==> config.mk <==
export PLATFORM = sky130hd
export DESIGN_NAME = dm9000_bus_ctrl_flat
export DESIGN_NICKNAME = d
export VERILOG_FILES = /design/src/rtl/dm9000_bus_ctrl_if.sv /design/src/rtl/dm9000_bus_ctrl.sv /design/src/flat_wrapper.sv
export SDC_FILE = /design/constraint.sdc
export NUM_CORES = 1
export LEC_CHECK = 0
export ABC_CLOCK_PERIOD_IN_PS = 4200
export CAP_MARGIN = 20
export CORE_UTILIZATION = 30
export DETAILED_ROUTE_END_ITERATION = 10
export PLACE_DENSITY = 0.62
export SETUP_SLACK_MARGIN = 0.3
export SLEW_MARGIN = 20
export SYNTH_ARGS = -nofsm -noshare
export SYNTH_HDL_FRONTEND = slang
export SYNTH_SLANG_ARGS = --single-unit
==> constraint.sdc <==
create_clock -name clk -period 4.2 [get_ports clk]
set_clock_uncertainty 0.05 [all_clocks]
set_input_delay 0.84 -clock clk [delete_from_list [all_inputs] [get_ports clk]]
set_output_delay 0.84 -clock clk [all_outputs]
set_load 0.03 [all_outputs]
==> src/rtl/dm9000_bus_ctrl_if.sv <==
// Host-request, response and DM9000 pin bundle for dm9000_bus_ctrl.
// Handshake: a request transfers on a clk edge where req_valid && req_ready; rsp_valid is a one-cycle completion pulse.
interface dm9000_bus_ctrl_if;
  logic        req_valid;
  logic        req_ready;
  logic        req_we;
  logic [7:0]  req_addr;
  logic [15:0] req_wdata;
  logic        rsp_valid;
  logic [15:0] rsp_rdata;
  logic        busy;
  logic        eth_cs_n;
  logic        eth_cmd;
  logic        eth_ior_n;
  logic        eth_iow_n;
  logic [15:0] eth_data_o;
  logic        eth_data_oe;
  logic [15:0] eth_data_i;
  logic        eth_int;
  logic        irq;
  logic [2:0]  fsm_state;

  modport slave (
    input  req_valid, req_we, req_addr, req_wdata, eth_data_i, eth_int,
    output req_ready, rsp_valid, rsp_rdata, busy, eth_cs_n, eth_cmd,
           eth_ior_n, eth_iow_n, eth_data_o, eth_data_oe, irq, fsm_state
  );

  modport master (
    output req_valid, req_we, req_addr, req_wdata, eth_data_i, eth_int,
    input  req_ready, rsp_valid, rsp_rdata, busy, eth_cs_n, eth_cmd,
           eth_ior_n, eth_iow_n, eth_data_o, eth_data_oe, irq, fsm_state
  );
endinterface

==> src/rtl/dm9000_bus_ctrl.sv <==
// DM9000 register-access bus controller: index cycle then data cycle, each as setup / strobe / gap.
// All pin outputs are registered from the next-state so strobes are glitch-free and state-aligned.
module dm9000_bus_ctrl #(
  parameter int T_SETUP = 1,
  parameter int T_PULSE = 2,
  parameter int T_GAP   = 2
) (
  input  logic             clk,
  input  logic             rst_key,
  dm9000_bus_ctrl_if.slave bus
);

  typedef enum logic [2:0] {
    IDLE       = 3'd0,
    IDX_SETUP  = 3'd1,
    IDX_STROBE = 3'd2,
    IDX_GAP    = 3'd3,
    DAT_SETUP  = 3'd4,
    DAT_STROBE = 3'd5,
    DAT_GAP    = 3'd6
  } state_t;

  localparam logic [3:0] LD_SETUP = 4'(T_SETUP - 1);
  localparam logic [3:0] LD_PULSE = 4'(T_PULSE - 1);
  localparam logic [3:0] LD_GAP   = 4'(T_GAP - 1);

  state_t      state, state_n;
  logic [3:0]  cnt, cnt_n;
  logic        we_q, we_n;
  logic [7:0]  addr_q, addr_n;
  logic [15:0] wdata_q, wdata_n;
  logic [15:0] rdata_q;
  logic        accept;
  logic        last;

  logic        cs_n_q, cmd_q, ior_n_q, iow_n_q, oe_q, rv_q;
  logic [15:0] data_q;
  logic        cs_n_d, cmd_d, ior_n_d, iow_n_d, oe_d, rv_d;
  logic [15:0] data_d;
  logic        idx_n, dat_n;

  logic        int_meta, int_sync;

  assign accept = (state == IDLE) && bus.req_valid;
  assign last   = (cnt == 4'd0);

  // Request fields as they will be held after this edge; lets outputs register on the accept edge.
  assign we_n    = accept ? bus.req_we    : we_q;
  assign addr_n  = accept ? bus.req_addr  : addr_q;
  assign wdata_n = accept ? bus.req_wdata : wdata_q;

  always_comb begin
    state_n = state;
    cnt_n   = cnt;
    case (state)
      IDLE: begin
        if (bus.req_valid) begin
          state_n = IDX_SETUP;
          cnt_n   = LD_SETUP;
        end
      end
      default: begin
        if (!last) begin
          cnt_n = cnt - 4'd1;
        end else begin
          case (state)
            IDX_SETUP:  begin state_n = IDX_STROBE; cnt_n = LD_PULSE; end
            IDX_STROBE: begin state_n = IDX_GAP;    cnt_n = LD_GAP;   end
            IDX_GAP:    begin state_n = DAT_SETUP;  cnt_n = LD_SETUP; end
            DAT_SETUP:  begin state_n = DAT_STROBE; cnt_n = LD_PULSE; end
            DAT_STROBE: begin state_n = DAT_GAP;    cnt_n = LD_GAP;   end
            default:    begin state_n = IDLE;       cnt_n = 4'd0;     end
          endcase
        end
      end
    endcase
  end

  always_comb begin
    idx_n   = (state_n == IDX_SETUP) || (state_n == IDX_STROBE) || (state_n == IDX_GAP);
    dat_n   = (state_n == DAT_SETUP) || (state_n == DAT_STROBE) || (state_n == DAT_GAP);
    cs_n_d  = (state_n == IDLE);
    cmd_d   = !idx_n;
    iow_n_d = !((state_n == IDX_STROBE) || ((state_n == DAT_STROBE) && we_n));
    ior_n_d = !((state_n == DAT_STROBE) && !we_n);
    oe_d    = idx_n || (dat_n && we_n);
    data_d  = 16'h0000;
    if (idx_n) begin
      data_d = {8'h00, addr_n};
    end else if (dat_n && we_n) begin
      data_d = wdata_n;
    end
    rv_d    = (state_n == DAT_GAP) && (cnt_n == 4'd0);
  end

  always_ff @(posedge clk or negedge rst_key) begin
    if (!rst_key) begin
      state   <= IDLE;
      cnt     <= 4'd0;
      we_q    <= 1'b0;
      addr_q  <= 8'h00;
      wdata_q <= 16'h0000;
      rdata_q <= 16'h0000;
      cs_n_q  <= 1'b1;
      cmd_q   <= 1'b1;
      ior_n_q <= 1'b1;
      iow_n_q <= 1'b1;
      oe_q    <= 1'b0;
      data_q  <= 16'h0000;
      rv_q    <= 1'b0;
    end else begin
      state   <= state_n;
      cnt     <= cnt_n;
      we_q    <= we_n;
      addr_q  <= addr_n;
      wdata_q <= wdata_n;
      // Read data is captured at the close of the final strobe cycle, while IOR# is still low.
      if ((state == DAT_STROBE) && last && !we_q) begin
        rdata_q <= bus.eth_data_i;
      end
      cs_n_q  <= cs_n_d;
      cmd_q   <= cmd_d;
      ior_n_q <= ior_n_d;
      iow_n_q <= iow_n_d;
      oe_q    <= oe_d;
      data_q  <= data_d;
      rv_q    <= rv_d;
    end
  end

  always_ff @(posedge clk or negedge rst_key) begin
    if (!rst_key) begin
      int_meta <= 1'b0;
      int_sync <= 1'b0;
    end else begin
      int_meta <= bus.eth_int;
      int_sync <= int_meta;
    end
  end

  assign bus.req_ready   = (state == IDLE);
  assign bus.busy        = (state != IDLE);
  assign bus.rsp_valid   = rv_q;
  assign bus.rsp_rdata   = rdata_q;
  assign bus.eth_cs_n    = cs_n_q;
  assign bus.eth_cmd     = cmd_q;
  assign bus.eth_ior_n   = ior_n_q;
  assign bus.eth_iow_n   = iow_n_q;
  assign bus.eth_data_o  = data_q;
  assign bus.eth_data_oe = oe_q;
  assign bus.irq         = int_sync;
  assign bus.fsm_state   = state;

endmodule

==> src/flat_wrapper.sv <==
// flat-port wrapper written by rule: the top's interface ports become plain ports
module dm9000_bus_ctrl_flat 
#(
  parameter int T_SETUP = 1,
  parameter int T_PULSE = 2,
  parameter int T_GAP   = 2
)
  (clk, rst_key, bus_req_valid, bus_req_we, bus_req_addr, bus_req_wdata, bus_eth_data_i, bus_eth_int, bus_req_ready, bus_rsp_valid, bus_rsp_rdata, bus_busy, bus_eth_cs_n, bus_eth_cmd, bus_eth_ior_n, bus_eth_iow_n, bus_eth_data_o, bus_eth_data_oe, bus_irq, bus_fsm_state);
  dm9000_bus_ctrl_if bus_i ();
  input  logic clk;
  input  logic rst_key;
  input wire logic [$bits(bus_i.req_valid)-1:0] bus_req_valid;
  input wire logic [$bits(bus_i.req_we)-1:0] bus_req_we;
  input wire logic [$bits(bus_i.req_addr)-1:0] bus_req_addr;
  input wire logic [$bits(bus_i.req_wdata)-1:0] bus_req_wdata;
  input wire logic [$bits(bus_i.eth_data_i)-1:0] bus_eth_data_i;
  input wire logic [$bits(bus_i.eth_int)-1:0] bus_eth_int;
  output wire logic [$bits(bus_i.req_ready)-1:0] bus_req_ready;
  output wire logic [$bits(bus_i.rsp_valid)-1:0] bus_rsp_valid;
  output wire logic [$bits(bus_i.rsp_rdata)-1:0] bus_rsp_rdata;
  output wire logic [$bits(bus_i.busy)-1:0] bus_busy;
  output wire logic [$bits(bus_i.eth_cs_n)-1:0] bus_eth_cs_n;
  output wire logic [$bits(bus_i.eth_cmd)-1:0] bus_eth_cmd;
  output wire logic [$bits(bus_i.eth_ior_n)-1:0] bus_eth_ior_n;
  output wire logic [$bits(bus_i.eth_iow_n)-1:0] bus_eth_iow_n;
  output wire logic [$bits(bus_i.eth_data_o)-1:0] bus_eth_data_o;
  output wire logic [$bits(bus_i.eth_data_oe)-1:0] bus_eth_data_oe;
  output wire logic [$bits(bus_i.irq)-1:0] bus_irq;
  output wire logic [$bits(bus_i.fsm_state)-1:0] bus_fsm_state;
  assign bus_i.req_valid = bus_req_valid;
  assign bus_i.req_we = bus_req_we;
  assign bus_i.req_addr = bus_req_addr;
  assign bus_i.req_wdata = bus_req_wdata;
  assign bus_i.eth_data_i = bus_eth_data_i;
  assign bus_i.eth_int = bus_eth_int;
  assign bus_req_ready = bus_i.req_ready;
  assign bus_rsp_valid = bus_i.rsp_valid;
  assign bus_rsp_rdata = bus_i.rsp_rdata;
  assign bus_busy = bus_i.busy;
  assign bus_eth_cs_n = bus_i.eth_cs_n;
  assign bus_eth_cmd = bus_i.eth_cmd;
  assign bus_eth_ior_n = bus_i.eth_ior_n;
  assign bus_eth_iow_n = bus_i.eth_iow_n;
  assign bus_eth_data_o = bus_i.eth_data_o;
  assign bus_eth_data_oe = bus_i.eth_data_oe;
  assign bus_irq = bus_i.irq;
  assign bus_fsm_state = bus_i.fsm_state;
  dm9000_bus_ctrl #(.T_SETUP(T_SETUP), .T_PULSE(T_PULSE), .T_GAP(T_GAP)) u_core (.clk(clk), .rst_key(rst_key), .bus(bus_i));
endmodule
== Word level (Yosys, flattened, before mapping) ==
Index checks and enable logic that the tools add are counted.

* Bits in registers: 72
* Input port bits: 45
* Output and inout port bits: 44
* Logic and storage cells: 64

* $add $sub $neg: 1
* Equal/unequal tests: 11
* Mux-type cells: 13
* Reductions and logical operators: 24

{| class="wikitable"
|+ Operators by type and width
! operator !! count
|-
| $mux 16 || 3
|-
| $eq 3x3->1 const B || 5
|-
| $pmux 3 s5 || 1
|-
| $eq 3x2->1 const B || 4
|-
| $mux 4 || 3
|-
| $mux 3 || 3
|-
| $logic_not 4->1 || 2
|-
| $mux 8 || 1
|-
| $logic_and 1x1->1 || 7
|-
| $eq 3x1->1 const B || 2
|-
| $logic_not 3->1 || 2
|-
| $logic_or 1x1->1 || 6
|-
| $logic_not 1->1 || 5
|-
| $reduce_or 4->1 || 1
|-
| $sub 4x1->4 const B || 1
|-
| $reduce_bool 3->1 || 1
|-
| $mux 1 || 2
|}

== Logic depth before layout (Yosys ltp) ==
Gate-level depths: netlist (run 1).

* Depth after elaboration: 10
* Depth in mapped cells: 6
* Mapped depth without buffers: 5

== Worst setup path after synthesis (run 1) ==
No wires, ideal clock.

* Path type: flip-flop to output port
* Start: reg u_core.state[0], in the netlist u_core.bus.fsm_state[0]
* End: out bus_req_ready
* Data arrival time: 1,479 ps
* Path slack: 1,831 ps
* Stages on the path, launching flop included: 4
* Path buffers: 1
* Path through: dfrtp_1 -> buf_6 -> or3_1 -> inv_1

* Longest elaborated chain between the ends: 1

{| class="wikitable"
|+ Ends and longest elaborated chain
! element !! RTL line !! source
|-
| from (decl) || dm9000_bus_ctrl.sv:27 || <nowiki>state_t state, state_n;</nowiki>
|-
| from (signal assigned) || dm9000_bus_ctrl.sv:112 || <nowiki>state <= state_n;</nowiki>
|-
| $logic_not 3->1 || dm9000_bus_ctrl.sv:141 || <nowiki>assign bus.req_ready = (state == IDLE);</nowiki>
|-
| to (decl) || flat_wrapper.sv:18 || <nowiki>output wire logic [$bits(bus_i.req_ready)-1:0] bus_req_ready;</nowiki>
|}

No other way between the ends.

== Worst setup path after layout (run 1) ==
Ends and elaborated chain as after synthesis.

==> results of run 1 <==
[metal layers]
layer  GRT usage, %  vias to the layer above
met5              0                        -
met4           5.02                        0
met3           5.48                        8
met2           18.8                       62
met1           15.3                      925
li1               -                      903
[layout make-up]
cell class | count | share of cell area [%]
Clock buffer | 10 | 3.33
Clock inverter | 6 | 2.21
Inverter | 13 | 1.18
Multi-Input combinational cell | 116 | 24.3
Sequential cell | 72 | 43.7
Tap cell | 129 | 3.90
Timing Repair Buffer | 89 | 21.4
[state kept, by name, indices dropped and copies added, names as in the netlist, 3 cells and up]
name	cells
u_core.addr_q	8
u_core.bus.eth_data_o	16
u_core.cnt	4
u_core.bus.rsp_rdata	16
u_core.wdata_q	16
u_core.bus.fsm_state	3
[cell usage after synthesis, drive strengths merged, types with 4 or more instances]
| cell type | number |
|---|---|
| and2b | 6 |
| buf | 6 |
| clkbuf | 4 |
| dfrtp | 68 |
| dfstp | 4 |
| inv | 13 |
| mux2 | 34 |
| mux2i | 9 |
| nand2 | 7 |
| nand2b | 9 |
| nor2 | 4 |
| o21ai | 14 |
[critical path, delay by kind of cell (launching register included)]
family	cells	cell delay (ns)
buf+inv	2	0.79
flops	1	0.61
simple gates	1	0.51
[logic make-up after synthesis]
group           share of synthesized area, %
buf+inv                                 3.97
simple gates                            11.2
mux                                     16.3
compound gates                          6.58
flops                                   61.7
xor+xnor                               0.299
[power by group through the flow]
stage                     clock network [mW]  logic, mW  registers, mW
final                                  0.621       1.53           1.16
after global routing                   0.673       1.64           1.21
after CTS                              0.644       1.55           1.17
after detailed placement                   0       1.54           1.18
after global placement                     0       1.52           1.18
after floorplan                            0      0.728           1.47
[worst min-delay path by stage]
stage	slack, ns	startpoint	depth (start not counted)	to
floorplan	0.28	u_core.int_meta	0	u_core.bus.irq
global placement	0.29	u_core.int_meta	0	u_core.bus.irq
detailed placement	0.29	u_core.int_meta	0	u_core.bus.irq
CTS	0.31	u_core.int_meta	0	u_core.bus.irq
global route	0.34	u_core.int_meta	0	u_core.bus.irq
finish	0.31	u_core.int_meta	0	u_core.bus.irq
[per-stage QoR]
| stage | power, mW | setup slack (ns) |
|---|---|---|
| floorplan | 2.19 | 1.83 |
| global placement | 2.70 | 1.13 |
| detailed placement | 2.72 | 1.08 |
| CTS | 3.36 | 1.04 |
| global route | 3.52 | 0.949 |
| finish | 3.32 | 1.05 |
==> out/summary.md, run 1 <==
## Status
• run status: finished clean

## Synth
• Synth Register Bits: 72
• leading area contributor after synthesis: dfrtp_1
• warnings from Yosys: 0
• number of unique standard cell types used by synthesis: 43
• mean post-synth cell area: 13.9 µm²
• number of enable flip-flop cells after synthesis: 0
• Synth Instances: 211
• Synth top area share: 58.1%
• sequential-to-total area share from yosys stat: 61.7%
• largest cells by area after synthesis: dfrtp_1, mux2_2, dfstp_2, mux2i_1, o21ai_2
• async set or reset register ratio after synthesis: 100%
• main flop type after synthesis: dfrtp_1
• Synth Net Count: 256
• Syn Std Cell Area: 0.00293 mm²

## Placed design
• sum of net half-perimeters after detailed placement: 3890 µm
• final weighted congestion in routability-driven placement: 0.728
• cell count after placement: 419
• buffers added on ports: 88
• post-detailed-placement cell area: 0.00391 mm²

## Die
• Core ar.: 0.00933 mm²
• number of rows created at floorplan: 35
• area of the die: 0.0102 mm²
• Chip Width: 101 µm
• die extent in y: 101 µm
• boundary pin count: 89
• starting density of the core: 31.4%

## Setup path
• kind of launch point of the worst setup path: register
• destination of the critical timing path: bus_req_ready
• critical path startpoint: u_core.bus.fsm_state[0]
• cells on worst reg2reg path: 4
• FF-to-FF End: u_core.bus.eth_data_o[13]
• critical path endpoint category: output port
• series of cell instances along the critical path: or3_1 > inv_1 > clkdlybuf4s50_1
• reg2reg setup slack: 1.76 ns
• arrival time of data at the critical path endpoint: 2.26 ns
• WS Path Type: register to output port
• cell type of the slowest stage on the worst timing path: clkdlybuf4s50_1
• CP max stage delay: 0.67 ns
• critical path fanouts, max: 18
• endpoint required time on the critical path: 3.31 ns
• reg-to-reg startpoint: u_core.bus.fsm_state[0]

## Pwr
• net switching share of the total power: 37.7%
• IR drop worst, VDD: 0.351 mV
• Gate power share: 46.1%
• total power density per cell area: 801 mW/mm²
• sequential fraction of design power: 35.1%
• static leakage: 1.75 nW
• switching power of the nets: 1.25 mW
• internal power: 2.06 mW
• clock network fraction of total power: 18.7%

## STA
• summed negative setup slack over all endpoints: 0 ns
• unrepaired setup endpoints after global routing: no
• transition time at the pin with the least slew margin: 0.939 ns
• Max Transition Viols Final: 0
• Final period util: 75.0%
• clock period minus worst slack: 3.15 ns
• Relative slew margins: 37.4%
• Fmax achieved: 318 MHz
• Finish-stage setup viols: 0
• number of failing hold endpoints at the final stage: 0
• final hold slack: 0.309 ns

## Routing
• average via count per standard cell: 4.36
• uppermost layer routed: met4
• met3 routed wirelength: 496 µm
• first-pass detailed-route iteration total: 4
• Wirelength per Cell: 13.4 µm
• routed metal-1 wirelength: 2540 µm
• total wirelength of the detailed-routed design: 5850 µm
• 1st-iter DRT viols: 44
• remaining number of nets flagged by the antenna check after routing: 0
• Met2 Routed Length: 2730 µm
• vias: 1,898
• post-route DRC violation count: 0

## GRT
• number of antenna violations at the first check in global routing: 0
• maximum number of pins on one net before global-route repair: 73
• Total Routing Usage GR: 12.3%
• vias in the first global route: 1,899
• aggregate global routing overflow: 0
• wire length of the first global-routing pass: 9510 µm

## Clock tree
• # hold bufs at CTS: 0
• Clk Latency, worst-skew pair: 0.34 ns
• Reg clk slew, reported paths: 0.08 ns
• CTS Sinks: 72
• number of resized instances in the post-cts repair step: 0
• CTS Buffer Depth: 2
• CTS Root Buffer Type: clkbuf_8
• Max H-tree Level: 3
• TritonCTS buffer count: 9
• clock tree from TritonCTS: yes
• post-CTS setup buffer count: 0

## Finish
• Non-Filler Instances: 435
• post-layout instance area: 0.00414 mm²
• Final Net Count: 346
• most common cell after layout, fill and taps aside: clkdlybuf4s50_1
• number of antenna diodes: 0
• final design utilization: 44.4%
• highest-count cells in the layout ignoring fill and taps: clkdlybuf4s50_1, dfrtp_1, mux2_2
• footprint of the multi-input gates: 0.00101 mm²
• number of filler cells placed in the layout: 872
• area taken by flip-flops and latches: 0.00181 mm²
• Area Overhead vs Synth: 41.3%
• share of post-route cells with drive strength above 1: 23.2%

## Hold path
• worst min path class: register to register

## Job
• Max Cap Viol: 0

Note: power is estimated with default switching activity, not from simulation.
==> run 2, diff against run 1 <==
Settings changed: ABC_CLOCK_PERIOD_IN_PS 4200 to 2810, PLACE_DENSITY 0.62 to 0.64.
Clock period 4.2 ns to 2.81 ns, I/O delays scaled along.
==> out/summary.md, run 2 (synthesized netlist as in run 1, its figures left out) <==
## Status
• run status: finished clean, unchanged

## Die
• die extent in y: 101 µm, unchanged
• number of rows created at floorplan: 35, unchanged
• boundary pin count: 89, unchanged
• Chip Width: 101 µm, unchanged
• starting density of the core: 31.4%, unchanged
• Core ar.: 0.00933 mm², unchanged
• area of the die: 0.0102 mm², unchanged

## Setup path
• arrival time of data at the critical path endpoint: 1.79 ns, was 2.26 ns
• critical path endpoint category: output port, unchanged
• kind of launch point of the worst setup path: register, unchanged
• critical path fanouts, max: 4, was 18
• CP max stage delay: 0.62 ns, was 0.67 ns
• cell type of the slowest stage on the worst timing path: clkdlybuf4s50_1, unchanged
• series of cell instances along the critical path: or3_1 > clkdlybuf4s50_1, was or3_1 > inv_1 > clkdlybuf4s50_1
• WS Path Type: register to output port, unchanged
• endpoint required time on the critical path: 2.20 ns, was 3.31 ns

## Finish
• number of antenna diodes: 0, unchanged
• Final Net Count: 352, was 346
• post-layout instance area: 0.00420 mm², was 0.00414 mm²
• most common cell after layout, fill and taps aside: clkdlybuf4s50_1, unchanged
• Area Overhead vs Synth: 43.3%, was 41.3%
• share of post-route cells with drive strength above 1: 24.4%, was 23.2%
• highest-count cells in the layout ignoring fill and taps: clkdlybuf4s50_1, dfrtp_1, mux2_2, unchanged

## Routing
• met3 routed wirelength: 479 µm, was 496 µm
• total wirelength of the detailed-routed design: 5910 µm, was 5850 µm
• remaining number of nets flagged by the antenna check after routing: 0, unchanged
• post-route DRC violation count: 0, unchanged
• vias: 1,936, was 1,898
• average via count per standard cell: 4.39, was 4.36
• Met2 Routed Length: 2890 µm, was 2730 µm
• uppermost layer routed: met4, unchanged
• first-pass detailed-route iteration total: 4, unchanged
• routed metal-1 wirelength: 2470 µm, was 2540 µm
• 1st-iter DRT viols: 69, was 44
• Wirelength per Cell: 13.4 µm, about the same

## GRT
• wire length of the first global-routing pass: 9770 µm, was 9510 µm
• Total Routing Usage GR: 12.7%, was 12.3%
• number of antenna violations at the first check in global routing: 0, unchanged
• maximum number of pins on one net before global-route repair: 73, unchanged
• aggregate global routing overflow: 0, unchanged
• vias in the first global route: 1,981, was 1,899

## Pwr
• static leakage: 1.80 nW, was 1.75 nW
• IR drop worst, VDD: 0.605 mV, was 0.351 mV
• total power density per cell area: 1210 mW/mm², was 801 mW/mm²

## STA
• Relative slew margins: 37.1%, was 37.4%
• transition time at the pin with the least slew margin: 0.943 ns, was 0.939 ns
• Finish-stage setup viols: 0, unchanged
• number of failing hold endpoints at the final stage: 0, unchanged
• unrepaired setup endpoints after global routing: no, unchanged
• Max Transition Viols Final: 0, unchanged
• Fmax achieved: 417 MHz
• clock period minus worst slack: 2.40 ns
• Final period util: 85.3%
• summed negative setup slack over all endpoints: 0 ns, unchanged

## Clock tree
• Max H-tree Level: 3, unchanged
• Reg clk slew, reported paths: 0.07 ns, was 0.08 ns
• clock tree from TritonCTS: yes, unchanged
• CTS Sinks: 72, unchanged
• TritonCTS buffer count: 9, unchanged
• CTS Buffer Depth: 2, unchanged
• Clk Latency, worst-skew pair: 0.33 ns, was 0.34 ns
• CTS Root Buffer Type: clkbuf_8, unchanged

## Job
• Max Cap Viol: 0, unchanged

## Hold path
• worst min path class: input pin to async pin, was register to register

## Placed design
• buffers added on ports: 88, unchanged
• post-detailed-placement cell area: 0.00395 mm², was 0.00391 mm²
• sum of net half-perimeters after detailed placement: 4000 µm, was 3890 µm
• final weighted congestion in routability-driven placement: 0.776, was 0.728

==> run 2: cell types whose count changed in the layout (fill, tap and decap cells not counted), sizes merged <==
cell	change
buf	+6
bufinv	+1
clkbuf	+1
clkdlybuf4s50	-1
clkinv	+2
clkinvlp	-3
dlygate4sd2	+1
inv	-1
==> run 2: final cells by class <==
class,count,area (µm²)
inverters,13,48.8
clock buffers,11,141
flip-flops and latches,72,1810
clock inverters,5,104
well taps,129,161
multi-input cells,116,1010
repair buffers,95,930
fillers,850,5130
==> run 2: repair_timing <==
item	CTS	global route
hold buffers	0	0
buffers inserted	0	0
setup endpoints to repair	1	0
resized for setup	1	0
==> run 2: worst max-delay path, delay by kind of cell, from the launching register on <==
kind	cells	cell delay, ns
buffers and inverters	1	0.62
AND/OR/NAND/NOR	1	0.44
flip-flops	1	0.39
==> run 2: where the power goes <==
| group | total [mW] | internal (mW) | leakage (nW) | switching, mW |
|---|---|---|---|---|
| Clock | 0.986 | 0.615 | 0.124 | 0.371 |
| Sequential | 1.66 | 1.50 | 0.873 | 0.157 |
| Combinational | 2.42 | 1.10 | 0.804 | 1.32 |
==> run 2: metrics by stage <==
stage	setup WS, ns	util (%)	total power, mW	hold WS [ns]	cells
2_1_floorplan	0.719	-	3.28	0.216	211
3_3_place_gp	0.415	42.4	4.10	0.287	425
3_5_place_dp	0.392	42.4	4.13	0.291	425
4_1_cts	0.389	45.0	5.14	0.309	441
5_1_grt	0.330	45.0	5.39	0.327	441
6_report	0.412	45.0	5.06	0.303	441
==> run 2: path summary, 6_finish.rpt <==
path	startpoint	endpoint	slack, ns	depth (start not counted)
hold / removal	rst_key	u_core.bus.eth_data_o[14]	0.30	1
hold reg to reg	u_core.int_meta	u_core.bus.irq	0.31	0
setup / recovery	u_core.bus.fsm_state[1]	bus_busy	0.41	2
max in group asynchronous	rst_key	u_core.cnt[0]	1.84	1
min in group clk	u_core.int_meta	u_core.bus.irq	0.31	0
setup reg to reg	u_core.cnt[0]	u_core.bus.eth_data_o[15]	0.63	4
==> run 2: layer usage <==
metal,vias up,GRT usage [%]
met5,-,0
met4,0,4.24
met3,6,5.48
met2,75,20.4
met1,940,15.1
li1,915,-
==> run 3, diff against run 2 <==
Settings changed: CTS_BUF_LIST from default to sky130_fd_sc_hd__clkbuf_4 sky130_fd_sc_hd__clkbuf_8.
==> out/summary.md, run 3 (synthesized netlist as in run 1, its figures left out) <==
## Status
• run status: finished clean, unchanged

## Routing
• post-route DRC violation count: 0, unchanged
• 1st-iter DRT viols: 69, unchanged
• first-pass detailed-route iteration total: 4, unchanged
• vias: 1,935, was 1,936
• remaining number of nets flagged by the antenna check after routing: 0, unchanged
• total wirelength of the detailed-routed design: 5900 µm, was 5910 µm
• average via count per standard cell: 4.39, about the same
• Wirelength per Cell: 13.4 µm, about the same

## Setup path
• number of buffers and inverters on the critical path: 1, unchanged
• critical path fanouts, max: 4, unchanged
• reg2reg setup slack: 0.63 ns, about the same
• endpoint required time on the critical path: 2.20 ns, about the same
• critical path startpoint: u_core.bus.fsm_state[1], unchanged
• WS Path Type: register to output port, unchanged
• series of cell instances along the critical path: or3_1 > clkdlybuf4s50_1, unchanged
• arrival time of data at the critical path endpoint: 1.79 ns, about the same
• reg-to-reg startpoint: u_core.cnt[0], unchanged
• CP Depth: 2, unchanged
• cell type of the slowest stage on the worst timing path: clkdlybuf4s50_1, unchanged
• kind of launch point of the worst setup path: register, unchanged
• cells on worst reg2reg path: 4, unchanged
• critical path endpoint category: output port, unchanged
• CP max stage delay: 0.62 ns, about the same
• Largest delay share family, worst path: buffers and inverters, unchanged

## Die
• die extent in y: 101 µm, unchanged
• number of rows created at floorplan: 35, unchanged
• boundary pin count: 89, unchanged
• Core ar.: 0.00933 mm², unchanged
• area of the die: 0.0102 mm², unchanged
• starting density of the core: 31.4%, unchanged
• Chip Width: 101 µm, unchanged

## Finish
• most common cell after layout, fill and taps aside: clkdlybuf4s50_1, unchanged
• share of post-route cells with drive strength above 1: 24.7%, was 24.4%
• final design utilization: 45.0%, about the same
• Area Overhead vs Synth: 43.4%, was 43.3%
• post-layout instance area: 0.00420 mm², about the same
• highest-count cells in the layout ignoring fill and taps: clkdlybuf4s50_1, dfrtp_1, mux2_2, unchanged
• Final Net Count: 352, unchanged
• number of antenna diodes: 0, unchanged

## Pwr
• Gate power share: 47.7%, was 47.8%
• switching power of the nets: 1.85 mW, about the same
• static leakage: 1.80 nW, about the same
• internal power: 3.22 mW, was 3.21 mW
• sequential fraction of design power: 32.7%, was 32.8%
• clock network fraction of total power: 19.6%, was 19.5%
• net switching share of the total power: 36.5%, about the same
• IR drop worst, VDD: 0.605 mV, unchanged
• total power density per cell area: 1210 mW/mm², about the same

## Hold path
• worst min path class: input pin to async pin, unchanged

## Placed design
• buffers added on ports: 88, unchanged
• final weighted congestion in routability-driven placement: 0.776, unchanged
• post-detailed-placement cell area: 0.00395 mm², unchanged
• sum of net half-perimeters after detailed placement: 4000 µm, unchanged

## Clock tree
• Clk Latency, worst-skew pair: 0.33 ns, about the same
• Reg clk slew, reported paths: 0.07 ns, about the same
• clock tree from TritonCTS: yes, unchanged
• CTS Sinks: 72, unchanged
• Max H-tree Level: 3, unchanged
• TritonCTS buffer count: 9, unchanged
• CTS Root Buffer Type: clkbuf_8, unchanged
• CTS Buffer Depth: 2, unchanged
• post-CTS setup buffer count: 0, unchanged
• # hold bufs at CTS: 0, unchanged

## GRT
• wire length of the first global-routing pass: 9770 µm, unchanged
• Total Routing Usage GR: 12.7%, unchanged
• number of antenna violations at the first check in global routing: 0, unchanged
• aggregate global routing overflow: 0, unchanged
• vias in the first global route: 1,984, was 1,981
• maximum number of pins on one net before global-route repair: 73, unchanged

## STA
• number of failing hold endpoints at the final stage: 0, unchanged
• transition time at the pin with the least slew margin: 0.943 ns, about the same
• summed negative setup slack over all endpoints: 0 ns, unchanged
• Fmax achieved: 417 MHz, about the same
• Relative slew margins: 37.1%, unchanged
• Final period util: 85.3%, about the same
• Finish-stage setup viols: 0, unchanged
• clock period minus worst slack: 2.40 ns, about the same
• unrepaired setup endpoints after global routing: no, unchanged
• Max Transition Viols Final: 0, unchanged

## Job
• Max Cap Viol: 0, unchanged

## run 3: area by class of cell
| cell class | count | area, µm² |
|---|---|---|
| clock buffer | 11 | 145 |
| clock inverter | 5 | 104 |
| fill | 849 | 5130 |
| multi-input combinational | 116 | 1010 |
| tap | 129 | 161 |
| timing repair buffer | 95 | 930 |
| sequential | 72 | 1810 |
| inverter | 13 | 48.8 |
## run 3: what timing repair did
action / 4_1_cts / 5_1_grt
endpoints found under the hold margin: 0 / 0
setup endpoints to repair: 1 / 0
resized for setup: 1 / 0
## run 3: worst paths after layout
path,to
max in group asynchronous,u_core.cnt[0]
worst min-delay path,u_core.bus.eth_data_o[14]
worst max register to register,u_core.bus.eth_data_o[15]
worst min register to register,u_core.bus.irq
min in group clk,u_core.bus.irq
worst max-delay path,bus_busy
## run 3: stage by stage
| step | hold slack (ns) | power (mW) | std cells | setup WS (ns) |
|---|---|---|---|---|
| floorplan | 0.216 | 3.28 | 211 | 0.719 |
| global placement | 0.287 | 4.10 | 425 | 0.415 |
| detailed placement | 0.291 | 4.13 | 425 | 0.392 |
| CTS | 0.309 | 5.15 | 441 | 0.389 |
| global route | 0.327 | 5.40 | 441 | 0.330 |
| finish | 0.303 | 5.07 | 441 | 0.412 |
## run 3: worst reg2reg max path, cell delays in order (launching register included)
cell	delay (ns)
dfrtp_1	0.46
nor4_4	0.34
nor3b_1	0.13
o31ai_4	0.84
and2b_1	0.27
## run 3: power groups by stage
stage                     combinational (mW)  sequential [mW]  clock [mW]
after floorplan                         1.09             2.19           0
after global placement                  2.43             1.67           0
after detailed placement                2.45             1.68           0
after CTS                               2.45             1.66        1.04
after global routing                    2.60             1.72        1.09
final                                   2.42             1.66       0.996
## run 3: layer usage
layer	up-vias	global-route usage [%]	wire length, µm
li1	915	-	-
met1	939	15.1	2470
met2	75	20.4	2890
met3	6	5.48	479
met4	0	4.24	64
met5	-	0	0
